===== src/rtl/xors_tap_combiner.sv =====
// Feedback-tap combiner: picks NUM_OF_TAPS bits of a state register by packed 8-bit indices
// and registers their XOR parity. Optional build macro: XORS_TAP_SKIP_EN (index MSB disables a tap).
module xors_tap_combiner #(
    parameter int NUM_OF_TAPS = 15,
    parameter int REG_WIDTH   = 16,
    parameter int TAP_WIDTH   = 8
) (
    input  logic                             clk,
    input  logic                             res,
    input  logic [NUM_OF_TAPS*TAP_WIDTH-1:0] co_buf,
    input  logic [REG_WIDTH-1:0]             register,
    output logic                             result
);

    logic [NUM_OF_TAPS-1:0] tap_bit;
    logic                   parity;

    for (genvar i = 0; i < NUM_OF_TAPS; i++) begin : g_tap
        logic [TAP_WIDTH-1:0] idx;
        logic                 sel_bit;
        logic                 tap_en;

        assign idx = co_buf[i*TAP_WIDTH +: TAP_WIDTH];

        // One-hot decode of the index: an index >= REG_WIDTH matches no position and yields 0.
        always_comb begin
            sel_bit = 1'b0;
            for (int j = 0; j < REG_WIDTH; j++) begin
                if (32'(idx) == $unsigned(j)) begin
                    sel_bit = register[j];
                end
            end
        end

`ifdef XORS_TAP_SKIP_EN
        assign tap_en = ~idx[TAP_WIDTH-1];
`else
        assign tap_en = 1'b1;
`endif

        assign tap_bit[i] = sel_bit & tap_en;
    end

    // Reduction XOR; duplicate taps cancel pairwise as a natural consequence.
    assign parity = ^tap_bit;

    always_ff @(posedge clk or posedge res) begin
        if (res) begin
            result <= 1'b0;
        end else begin
            result <= parity;
        end
    end

endmodule


===== config.mk =====
export PLATFORM = sky130hd
export DESIGN_NAME = xors_tap_combiner
export DESIGN_NICKNAME = d
export VERILOG_FILES = /design/src/rtl/xors_tap_combiner.sv
export SDC_FILE = /design/constraint.sdc
export NUM_CORES = 1
export LEC_CHECK = 0
export CORE_UTILIZATION = 30
export CTS_CLUSTER_DIAMETER = 60
export DETAILED_ROUTE_END_ITERATION = 12
export MAX_ROUTING_LAYER = met4
export PLACE_DENSITY = 0.67
export RECOVER_POWER = 50
export SKIP_CTS_REPAIR_TIMING = 1
export SYNTH_ARGS = -nofsm -noshare
export SYNTH_HDL_FRONTEND = slang
export SYNTH_SLANG_ARGS = --single-unit

===== constraint.sdc =====
create_clock -name clk -period 0.8 [get_ports clk]
set_clock_uncertainty 0.1 [all_clocks]
set_input_delay 0.12 -clock clk [delete_from_list [all_inputs] [get_ports clk]]
set_output_delay 0.12 -clock clk [all_outputs]
set_load 0.05 [all_outputs]

# After elaboration in Yosys (flattened, before gate mapping)
# Cells that the tools add are included.
[word_totals] ff_bits=1 in_bits=138
[op_classes] eq_ne=225 muxes=240 reduce_logical=16
[op_table] operator="$eq 8x4->1 const B" count=120
[op_table] operator="$eq 8x3->1 const B" count=60
[op_table] operator="$eq 8x2->1 const B" count=30
[op_table] operator="$mux 1" count=240
[op_table] operator="$eq 8x1->1 const B" count=15
[op_table] operator="$logic_not 8->1" count=15
[op_table] operator="$reduce_xor 15->1" count=1

# Depth between registers and ports, before layout
# Gate-level depths: netlist of run 1.
[logic_depth] ltp_word=18 depth_mapped=9 depth_no_buf=8

# Least setup slack after synthesis of run 1
# Ideal clock, no wire load.
[synth_path] kind="input to register" start="input co_buf[105]" end="register result" setup_ps=134 t_arrival_ps=2193 required_time_ps=566 slack_ps=-1627 cell_stages=9 path_cell_list="clkbuf_1 > mux4_2 > a311oi_1 > a21oi_1 > o22ai_1 > o21ai_0 > xor2_1 > xnor3_1 > xnor3_1"
[synth_between] elab_chain_len=18 word_cells_on_any_way=33
[synth_rtl] item="start, declared" line="10" source="input logic [NUM_OF_TAPS*TAP_WIDTH-1:0] co_buf,"
[synth_rtl] item="$logic_not 8->1" line="29" source="if (32'(idx) == $unsigned(j)) begin"
[synth_rtl] item="$mux 1 (15 in a row)" line="29"
[synth_rtl] item="$mux 1 (*)" line="29"
[synth_rtl] item="$reduce_xor 15->1 (*)" line="45" source="assign parity = ^tap_bit;"
[synth_rtl] item="via parity" line="16" source="logic parity;"
[synth_rtl] item="end signal, assigned" line="51" source="result <= parity;"
[synth_rtl] item="end, declared" line="12" source="output logic result"
# The timed path passes the listed nets; every way through them passes the cells marked *.

# Worst setup path in the final report of run 1
[layout_path] start="input register[15]" end="register result"
[layout_between] elab_chain_len=2 word_cells_on_any_way=16
[layout_rtl] item="start, declared" line="11" source="input logic [REG_WIDTH-1:0] register,"
[layout_rtl] item="$mux 1" line="29"
[layout_rtl] item="$reduce_xor 15->1 (*)" line="45"
[layout_rtl] item="via parity" line="16"
# Marks and branches as above.

==> results of run 1 <==
==> metal layers <==
layer / routed length (um) / GRT usage (%)
met5: 0 / -
met4: 249 / 5.93
met3: 732 / 1.13
met2: 5610 / 42.7
met1: 4320 / 31.1
==> path summary, 6_finish.rpt <==
check | from | depth (start not counted) | endpoint | slack (ns)
worst max-delay path | register[15] | 9 | result | -1.90
worst min-delay path | res | 2 | result | 0.34
max in group asynchronous | res | 2 | result | 0.15
min in group clk | result | 1 | result | 0.58
==> final cells by class <==
cell class	count	share of cell area, %
Antenna cell	2	0.101
Inverter	12	0.907
Multi-Input combinational cell	254	49.4
Sequential cell	1	0.504
Tap cell	105	2.64
Timing Repair Buffer	242	46.4
==> cells by family after synthesis <==
logic type,Yosys count,synth area share [%]
flops,1,0.970
mux,76,48.9
simple gates,91,18.9
xor+xnor,11,5.33
compound gates,76,19.3
buf+inv,43,6.64
==> synthesized netlist by cell type, types with 2 or more instances <==
| cell | number |
|---|---|
| nand2b_1 | 3 |
| a221oi_1 | 2 |
| inv_1 | 12 |
| mux2i_1 | 30 |
| o311ai_0 | 4 |
| nor4_1 | 15 |
| o2111ai_1 | 3 |
| a22oi_1 | 4 |
| buf_2 | 2 |
| nor2b_1 | 5 |
| nand3b_1 | 3 |
| nor2_1 | 17 |
| o21ai_0 | 24 |
| xnor3_1 | 3 |
| nor3b_1 | 2 |
| xor2_1 | 6 |
| o211ai_1 | 5 |
| or3_1 | 2 |
| a41oi_1 | 2 |
| mux2_2 | 7 |
| clkbuf_1 | 27 |
| o22ai_1 | 4 |
| a211oi_1 | 4 |
| nand3_1 | 6 |
| xnor2_1 | 2 |
| nand4b_1 | 3 |
| nand2_1 | 26 |
| mux4_2 | 38 |
| a21oi_1 | 9 |
| nor4b_1 | 2 |
| a31oi_1 | 7 |
==> power by group through the flow <==
stage | sequential (uW) | combinational [uW] | clock, uW
final | 94.1 | 2630 | 0.00352
after global routing | 93.0 | 2800 | 0.000167
after CTS | 92.0 | 2560 | 0
after detailed placement | 92.0 | 2550 | 0
after global placement | 91.9 | 2480 | 0
after floorplan | 137 | 1000 | 0
==> through the flow <==
| step | setup WS [ns] | util [%] | area (sq um) | total power, uW | setup TNS (ns) |
|---|---|---|---|---|---|
| 6_report | -1.90 | 60.2 | 4970 | 2720 | -1.90 |
| 5_1_grt | -2.01 | 60.1 | 4970 | 2890 | -2.01 |
| 4_1_cts | -2.25 | 57.8 | 4780 | 2650 | -2.25 |
| 3_5_place_dp | -2.24 | 57.8 | 4780 | 2640 | -2.24 |
| 3_3_place_gp | -2.19 | 57.8 | 4780 | 2570 | -2.19 |
| 2_1_floorplan | -1.44 | - | 2600 | 1140 | -1.45 |
==> impl_metrics.env, run 1 <==
export IMPL_ir_drop_v=0.000276
export IMPL_drive_above_1_share_pct=34.0
export IMPL_placedCellCount=609
export IMPL_firstDrtPassIters=5
export IMPL_via_count=3551
export IMPL_die_w_um=94.7
export IMPL_grt_antenna_before_repair=1
export IMPL_holdWs_ns=0.336
export IMPL_max_freq_ghz=0.370
export IMPL_critPathTopFamily="multiplexers"
export IMPL_gp_congestion=0.896
export IMPL_p_sw_uw=1030
export IMPL_cp_buffers_inverters=1
export IMPL_setup_viol=1
export IMPL_syn_to_final_growth_pct=92.6
export IMPL_finalNetCount=649
export IMPL_rows=33
export IMPL_drcViolationCount=0
export IMPL_p_leak_uw=0.00217
export IMPL_drv_slew=0
export IMPL_coreArea_sq_mm=0.00826
export IMPL_crit_required_ns=0.56
export IMPL_yosys_area_top_type_share_pct=33.2
export IMPL_cp_slowest_cell="mux4_2"
export IMPL_drt_total_wl_mm=10.9
export IMPL_p_int_uw=1690
export IMPL_nFillCells=723
export IMPL_synth_nets=436
export IMPL_seq_area_sq_um=25.0
export IMPL_layout_common_cells="clkdlybuf4s50_1, buf_4, mux4_2"
export IMPL_fin_crit_sh_pct=338
export IMPL_powerDensity_mw_per_mm2=548
export IMPL_ys_ff_latch=1
export IMPL_grt_use_total_pct=24.5
export IMPL_setup_slack_ns=-1.90
export IMPL_wl_per_cell_um=17.7
export IMPL_grt_pass1_vias=3434
export IMPL_power_frac_comb_pct=96.5
export IMPL_seqPwrFrac_pct=3.5
export IMPL_top_register="result"
export IMPL_outcome="finished with violations"
export IMPL_worst_pin_slew_ns=0.410
export IMPL_syn_area_per_cell_sq_um=8.66
export IMPL_overflow=0
export IMPL_grt_pass1_wl_mm=16.8
export IMPL_hold_viol=0
export IMPL_grt_max_degree=16
export IMPL_worstPathArrival_ns=2.46
export IMPL_dp_hpwl_mm=8.86
export IMPL_synth_largest_area_cell="mux4_2"
export IMPL_fp_dieH_um=94.7
export IMPL_max_cap_violations=0
export IMPL_critPathMaxStageDelay_ns=0.48
export IMPL_critPathCaptureType="register"
export IMPL_final_common_cell="clkdlybuf4s50_1"
export IMPL_largestRegisters="result x1"
export IMPL_min_path_type="input port to asynchronous set/reset pin"
export IMPL_synth_edf_count=0
export IMPL_violations="setup timing"
export IMPL_fin_crit_ns=2.70
export IMPL_rsz0062_at_grt="yes"
export IMPL_synth_cells=298
export IMPL_synth_area_top_cells="mux4_2, mux2i_1, o21ai_0"
export IMPL_port_buffers=138
export IMPL_drtAntennaViolNets=0
export IMPL_async_flop_share_pct=100
export IMPL_max_slew_margin_rel_pct=72.4
export IMPL_multi_input_area_sq_mm=0.00246
export IMPL_ios=139
export IMPL_clkTransAtPathRegs_ns=0
export IMPL_switching_share_pct=37.8
export IMPL_start_util_pct=31.2
export IMPL_seq_area_frac_synth_pct=0.970
export IMPL_worstSetupStartpointType="input port"
export IMPL_crit_chain="clkbuf_2, mux2_4, mux4_2, mux2_4, o21ai_2, a21oi_2, xor2_1, xnor3_1, xnor3_1"
export IMPL_avgViaCountPerCell=5.76
export IMPL_netlist_cell_type_count=50
export IMPL_drt_first_iter_violations=181
export IMPL_netlist_area_sq_mm=0.00258
export IMPL_stdcell_count=616
export IMPL_clock_power_share_pct=0
export IMPL_synth_ff_type="dfrtp_1"
export IMPL_dieArea_sq_mm=0.00897
export IMPL_cp_max_fo=3
export IMPL_critPathKind="input port to register"
export IMPL_ys_warn_count=0
export IMPL_largest_reg_flops=1
Note: power is estimated with default switching activity, not from simulation.
==> run 2, diff against run 1 <==
DONT_BUFFER_PORTS = 1   (was default)
PLACE_DENSITY = default   (was 0.67)
TNS_END_PERCENT = 30   (was default)
==> run 2 against run 1 <==
Net effect: the flow still finishes with violations (setup timing); maximum frequency rose by 17%; via count fell by 27%; largest power group unchanged; critical path depth fell by 1; global-route usage fell by 4.4 points; sequential cell count did not move; final area fell by 45%; die area did not move; first-iteration DRC count rose by 18%; worst setup slack improved by 0.38 ns; core utilization fell by 27 points.
==> impl_metrics.env, run 2 (same netlist as run 1, synthesis figures left out) <==
export IMPL_largest_reg_flops=1
export IMPL_ios=139
export IMPL_grt_pass1_vias=2525
export IMPL_drt_total_wl_mm=8.90
export IMPL_critPathKind="input port to register"
export IMPL_p_leak_uw=0.000919
export IMPL_via_count=2603
export IMPL_antenna_cells=0
export IMPL_finalNetCount=421
export IMPL_avgViaCountPerCell=6.74
export IMPL_drcViolationCount=0
export IMPL_start_util_pct=31.2
export IMPL_fin_util_pct=32.9
export IMPL_min_path_type="input port to asynchronous set/reset pin"
export IMPL_violations="setup timing"
export IMPL_cp_slowest_cell="mux4_2"
export IMPL_max_freq_ghz=0.432
export IMPL_grt_antenna_before_repair=0
export IMPL_max_slew_margin_rel_pct=69.5
export IMPL_drt_first_iter_violations=213
export IMPL_cp_buffers_inverters=0
export IMPL_max_cap_violations=0
export IMPL_worstSetupStartpointType="input port"
export IMPL_finalPower_uw=1190
export IMPL_setup_viol=1
export IMPL_dieArea_sq_mm=0.00897
export IMPL_worstPathArrival_ns=2.07
export IMPL_largestRegisters="result x1"
export IMPL_drv_slew=0
export IMPL_powerDensity_mw_per_mm2=437
export IMPL_crit_required_ns=0.56
export IMPL_hold_viol=0
export IMPL_setup_slack_ns=-1.52
export IMPL_ir_drop_v=0.000272
export IMPL_grt_pass1_wl_mm=13.6
export IMPL_layout_common_cells="mux4_2, mux2i_1, nand2_1"
export IMPL_top_register="result"
export IMPL_drive_above_1_share_pct=22.1
export IMPL_cp_max_fo=7
export IMPL_fin_crit_ns=2.32
export IMPL_firstDrtPassIters=4
export IMPL_crit_chain="mux4_2, mux2_2, o211ai_1, a21oi_1, a31oi_1, xor2_1, xnor2_1, xnor3_1"
export IMPL_dp_hpwl_mm=6.75
export IMPL_final_common_cell="mux4_2"
export IMPL_critPathTopFamily="XOR/XNOR gates"
export IMPL_rows=33
export IMPL_critPathCaptureType="register"
export IMPL_clkTransAtPathRegs_ns=0
export IMPL_critPathMaxStageDelay_ns=0.48
export IMPL_fp_dieH_um=94.7
export IMPL_drtAntennaViolNets=0
export IMPL_holdWs_ns=0.320
export IMPL_gp_congestion=0.830
export IMPL_wl_per_cell_um=23.1
export IMPL_die_w_um=94.7
export IMPL_port_buffers=0
export IMPL_outcome="finished with violations"
export IMPL_grt_max_degree=18
export IMPL_overflow=0
export IMPL_grt_use_total_pct=20.1
export IMPL_fin_crit_sh_pct=289
export IMPL_rsz0062_at_grt="yes"
export IMPL_worst_pin_slew_ns=0.453
export IMPL_syn_to_final_growth_pct=5.33
export IMPL_coreArea_sq_mm=0.00826
run 2: cell types whose count changed in the layout (fill, tap and decap cells not counted), moves of 3 or more:
| cell | delta |
|---|---|
| buf_4 | -79 |
| buf_6 | -13 |
| dlymetal6s2s_1 | -24 |
| clkbuf_2 | -4 |
| nor4_2 | -3 |
| clkdlybuf4s50_1 | -103 |
| buf_12 | -4 |
| nor4_1 | +3 |
run 2: stage by stage:
| step | area [sq um] | cells | worst slack [ns] | TNS, ns |
|---|---|---|---|---|
| global route | 2720 | 386 | -1.63 | -1.63 |
| global placement | 2700 | 385 | -1.63 | -1.63 |
| CTS | 2700 | 385 | -1.71 | -1.71 |
| detailed placement | 2700 | 385 | -1.71 | -1.71 |
| finish | 2720 | 386 | -1.52 | -1.52 |
| floorplan | 2600 | 298 | -1.44 | -1.45 |
run 2: worst max path at each step:
| stage | start | end | slack [ns] | cells after the start |
|---|---|---|---|---|
| 2_1_floorplan | co_buf[24] | result | -1.44 | 8 |
| 3_3_place_gp | co_buf[24] | result | -1.63 | 8 |
| 3_5_place_dp | co_buf[24] | result | -1.71 | 8 |
| 4_1_cts | co_buf[24] | result | -1.71 | 8 |
| 5_1_grt | co_buf[88] | result | -1.63 | 8 |
| 6_report | co_buf[88] | result | -1.52 | 8 |
run 2: final cells by class:
| class | instances | area, sq um |
|---|---|---|
| fillers | 845 | 5540 |
| multi-input cells | 254 | 2400 |
| well taps | 105 | 131 |
| repair buffers | 14 | 120 |
| inverters | 12 | 45.0 |
| flip-flops and latches | 1 | 25.0 |
run 2: power breakdown:
part	total, uW	switching (uW)	internal [uW]	leakage [uW]
Sequential	84.5	15.2	69.2	0.0000126
Clock	0	0	0	0
Combinational	1100	357	747	0.000907
Total	1190	372	816	0.000919
run 2: layer usage:
| metal | part of all wire [%] | GRT usage (%) |
|---|---|---|
| met5 | 0 | - |
| met4 | 0.52 | 2.78 |
| met3 | 12 | 7.00 |
| met2 | 50 | 34.8 |
| met1 | 37 | 22.8 |
==> run 3, diff against run 2 <==
REMOVE_ABC_BUFFERS = 1   (was default)
==> run 3 against run 2 <==
Net effect: the run still ends with setup timing left; total power decreased by 0.93%; highest routed layer unchanged; combinational power barely moved; core utilization up 0.27 points; largest cell class unchanged; maximum frequency decreased by 2.2%.
==> impl_metrics.env, run 3 (same netlist as run 1, synthesis figures left out) <==
export IMPL_outcome="finished with violations"
export IMPL_violations="setup timing"
export IMPL_stdcell_area_sq_mm=0.00274
export IMPL_die_w_um=94.7
export IMPL_multi_input_area_sq_mm=0.00240
export IMPL_ir_drop_v=0.000226
export IMPL_cp_max_fo=9
export IMPL_setup_slack_ns=-1.57
export IMPL_grt_pass1_vias=2468
export IMPL_largest_reg_flops=1
export IMPL_max_cap_violations=0
export IMPL_overflow=0
export IMPL_layout_common_cells="mux4_2, mux2i_1, nand2_1"
export IMPL_drive_above_1_share_pct=22.9
export IMPL_syn_to_final_growth_pct=6.21
export IMPL_final_common_cell="mux4_2"
export IMPL_drcViolationCount=0
export IMPL_avgViaCountPerCell=6.66
export IMPL_wl_per_cell_um=22.5
export IMPL_powerDensity_mw_per_mm2=430
export IMPL_worstSetupStartpointType="input port"
export IMPL_finalNetCount=424
export IMPL_grt_max_degree=18
export IMPL_coreArea_sq_mm=0.00826
export IMPL_hold_viol=0
export IMPL_seq_area_sq_um=25.0
export IMPL_nFillCells=882
export IMPL_fp_dieH_um=94.7
export IMPL_rows=33
export IMPL_critPathCaptureType="register"
export IMPL_via_count=2592
export IMPL_top_register="result"
export IMPL_fin_crit_sh_pct=296
export IMPL_placedCellCount=386
export IMPL_max_slew_margin_rel_pct=74.0
export IMPL_rsz0062_at_grt="yes"
export IMPL_max_freq_ghz=0.422
export IMPL_p_leak_uw=0.000936
export IMPL_port_buffers=0
export IMPL_worstPathArrival_ns=2.13
export IMPL_dp_hpwl_mm=6.39
export IMPL_drt_total_wl_mm=8.74
export IMPL_grt_use_total_pct=19.5
export IMPL_worst_pin_slew_ns=0.385
export IMPL_ios=139
export IMPL_largestRegisters="result x1"
export IMPL_drv_slew=0
export IMPL_clkTransAtPathRegs_ns=0
export IMPL_drt_first_iter_violations=213
export IMPL_finalPower_uw=1180
export IMPL_min_path_type="input port to asynchronous set/reset pin"
export IMPL_dieArea_sq_mm=0.00897
export IMPL_grt_pass1_wl_mm=13.1
export IMPL_antenna_cells=0
export IMPL_firstDrtPassIters=4
export IMPL_grt_antenna_before_repair=0
export IMPL_holdWs_ns=0.316
export IMPL_gp_congestion=0.882
export IMPL_setup_viol=1
export IMPL_start_util_pct=31.2
export IMPL_crit_required_ns=0.57
export IMPL_critPathKind="input port to register"
export IMPL_place_area_sq_mm=0.00270
export IMPL_fin_crit_ns=2.37
export IMPL_drtAntennaViolNets=0
export IMPL_pre_cts_ws_ns=-1.56
export IMPL_stdcell_count=389
[run 3: cell types whose count changed in the layout (fill, tap and decap cells not counted), sizes merged]
cell,before,now
buf,13,16
[run 3: layout make-up]
type                       count  area share (%)
multi-input combinational    254            87.4
tap                          105            4.79
sequential                     1           0.913
inverter                      12            1.64
timing repair buffer          17            5.21
[run 3: metal layers]
metal,global-route usage [%],part of all wire [%],vias to the layer above
li1,-,-,1182
met1,24.1,35,1227
met2,35.4,52,174
met3,2.09,13,9
met4,1.52,0.55,0
met5,-,0,-
[run 3: how the worst max path moves through the flow]
| stage | from | endpoint | slack, ns | cells past startpoint |
|---|---|---|---|---|
| after global routing | co_buf[88] | result | -1.65 | 8 |
| after CTS | co_buf[58] | result | -1.56 | 8 |
| after detailed placement | co_buf[58] | result | -1.56 | 8 |
| final | co_buf[9] | result | -1.57 | 7 |
| after global placement | co_buf[58] | result | -1.52 | 8 |
| after floorplan | co_buf[58] | result | -1.46 | 8 |
[run 3: report_power, final]
part	total, uW	leakage (uW)	switching [uW]	internal, uW
Clock	0	0	0	0
Combinational	1090	0.000924	343	748
Sequential	86.5	0.0000126	17.3	69.2
Total	1180	0.000936	361	817
[run 3: worst max-delay path, cell delays in order]
cell and delay [ns]:
mux4_2 0.48, mux4_2 0.49, nand3_1 0.10, nand2_1 0.08, xor2_1 0.18, xnor2_1 0.26, xnor3_1 0.43
[run 3: metrics by stage]
stage	utilization [%]	setup TNS, ns
after floorplan	-	-1.47
after global placement	32.7	-1.52
after detailed placement	32.7	-1.56
after CTS	32.7	-1.56
after global routing	33.2	-1.65
final	33.2	-1.57
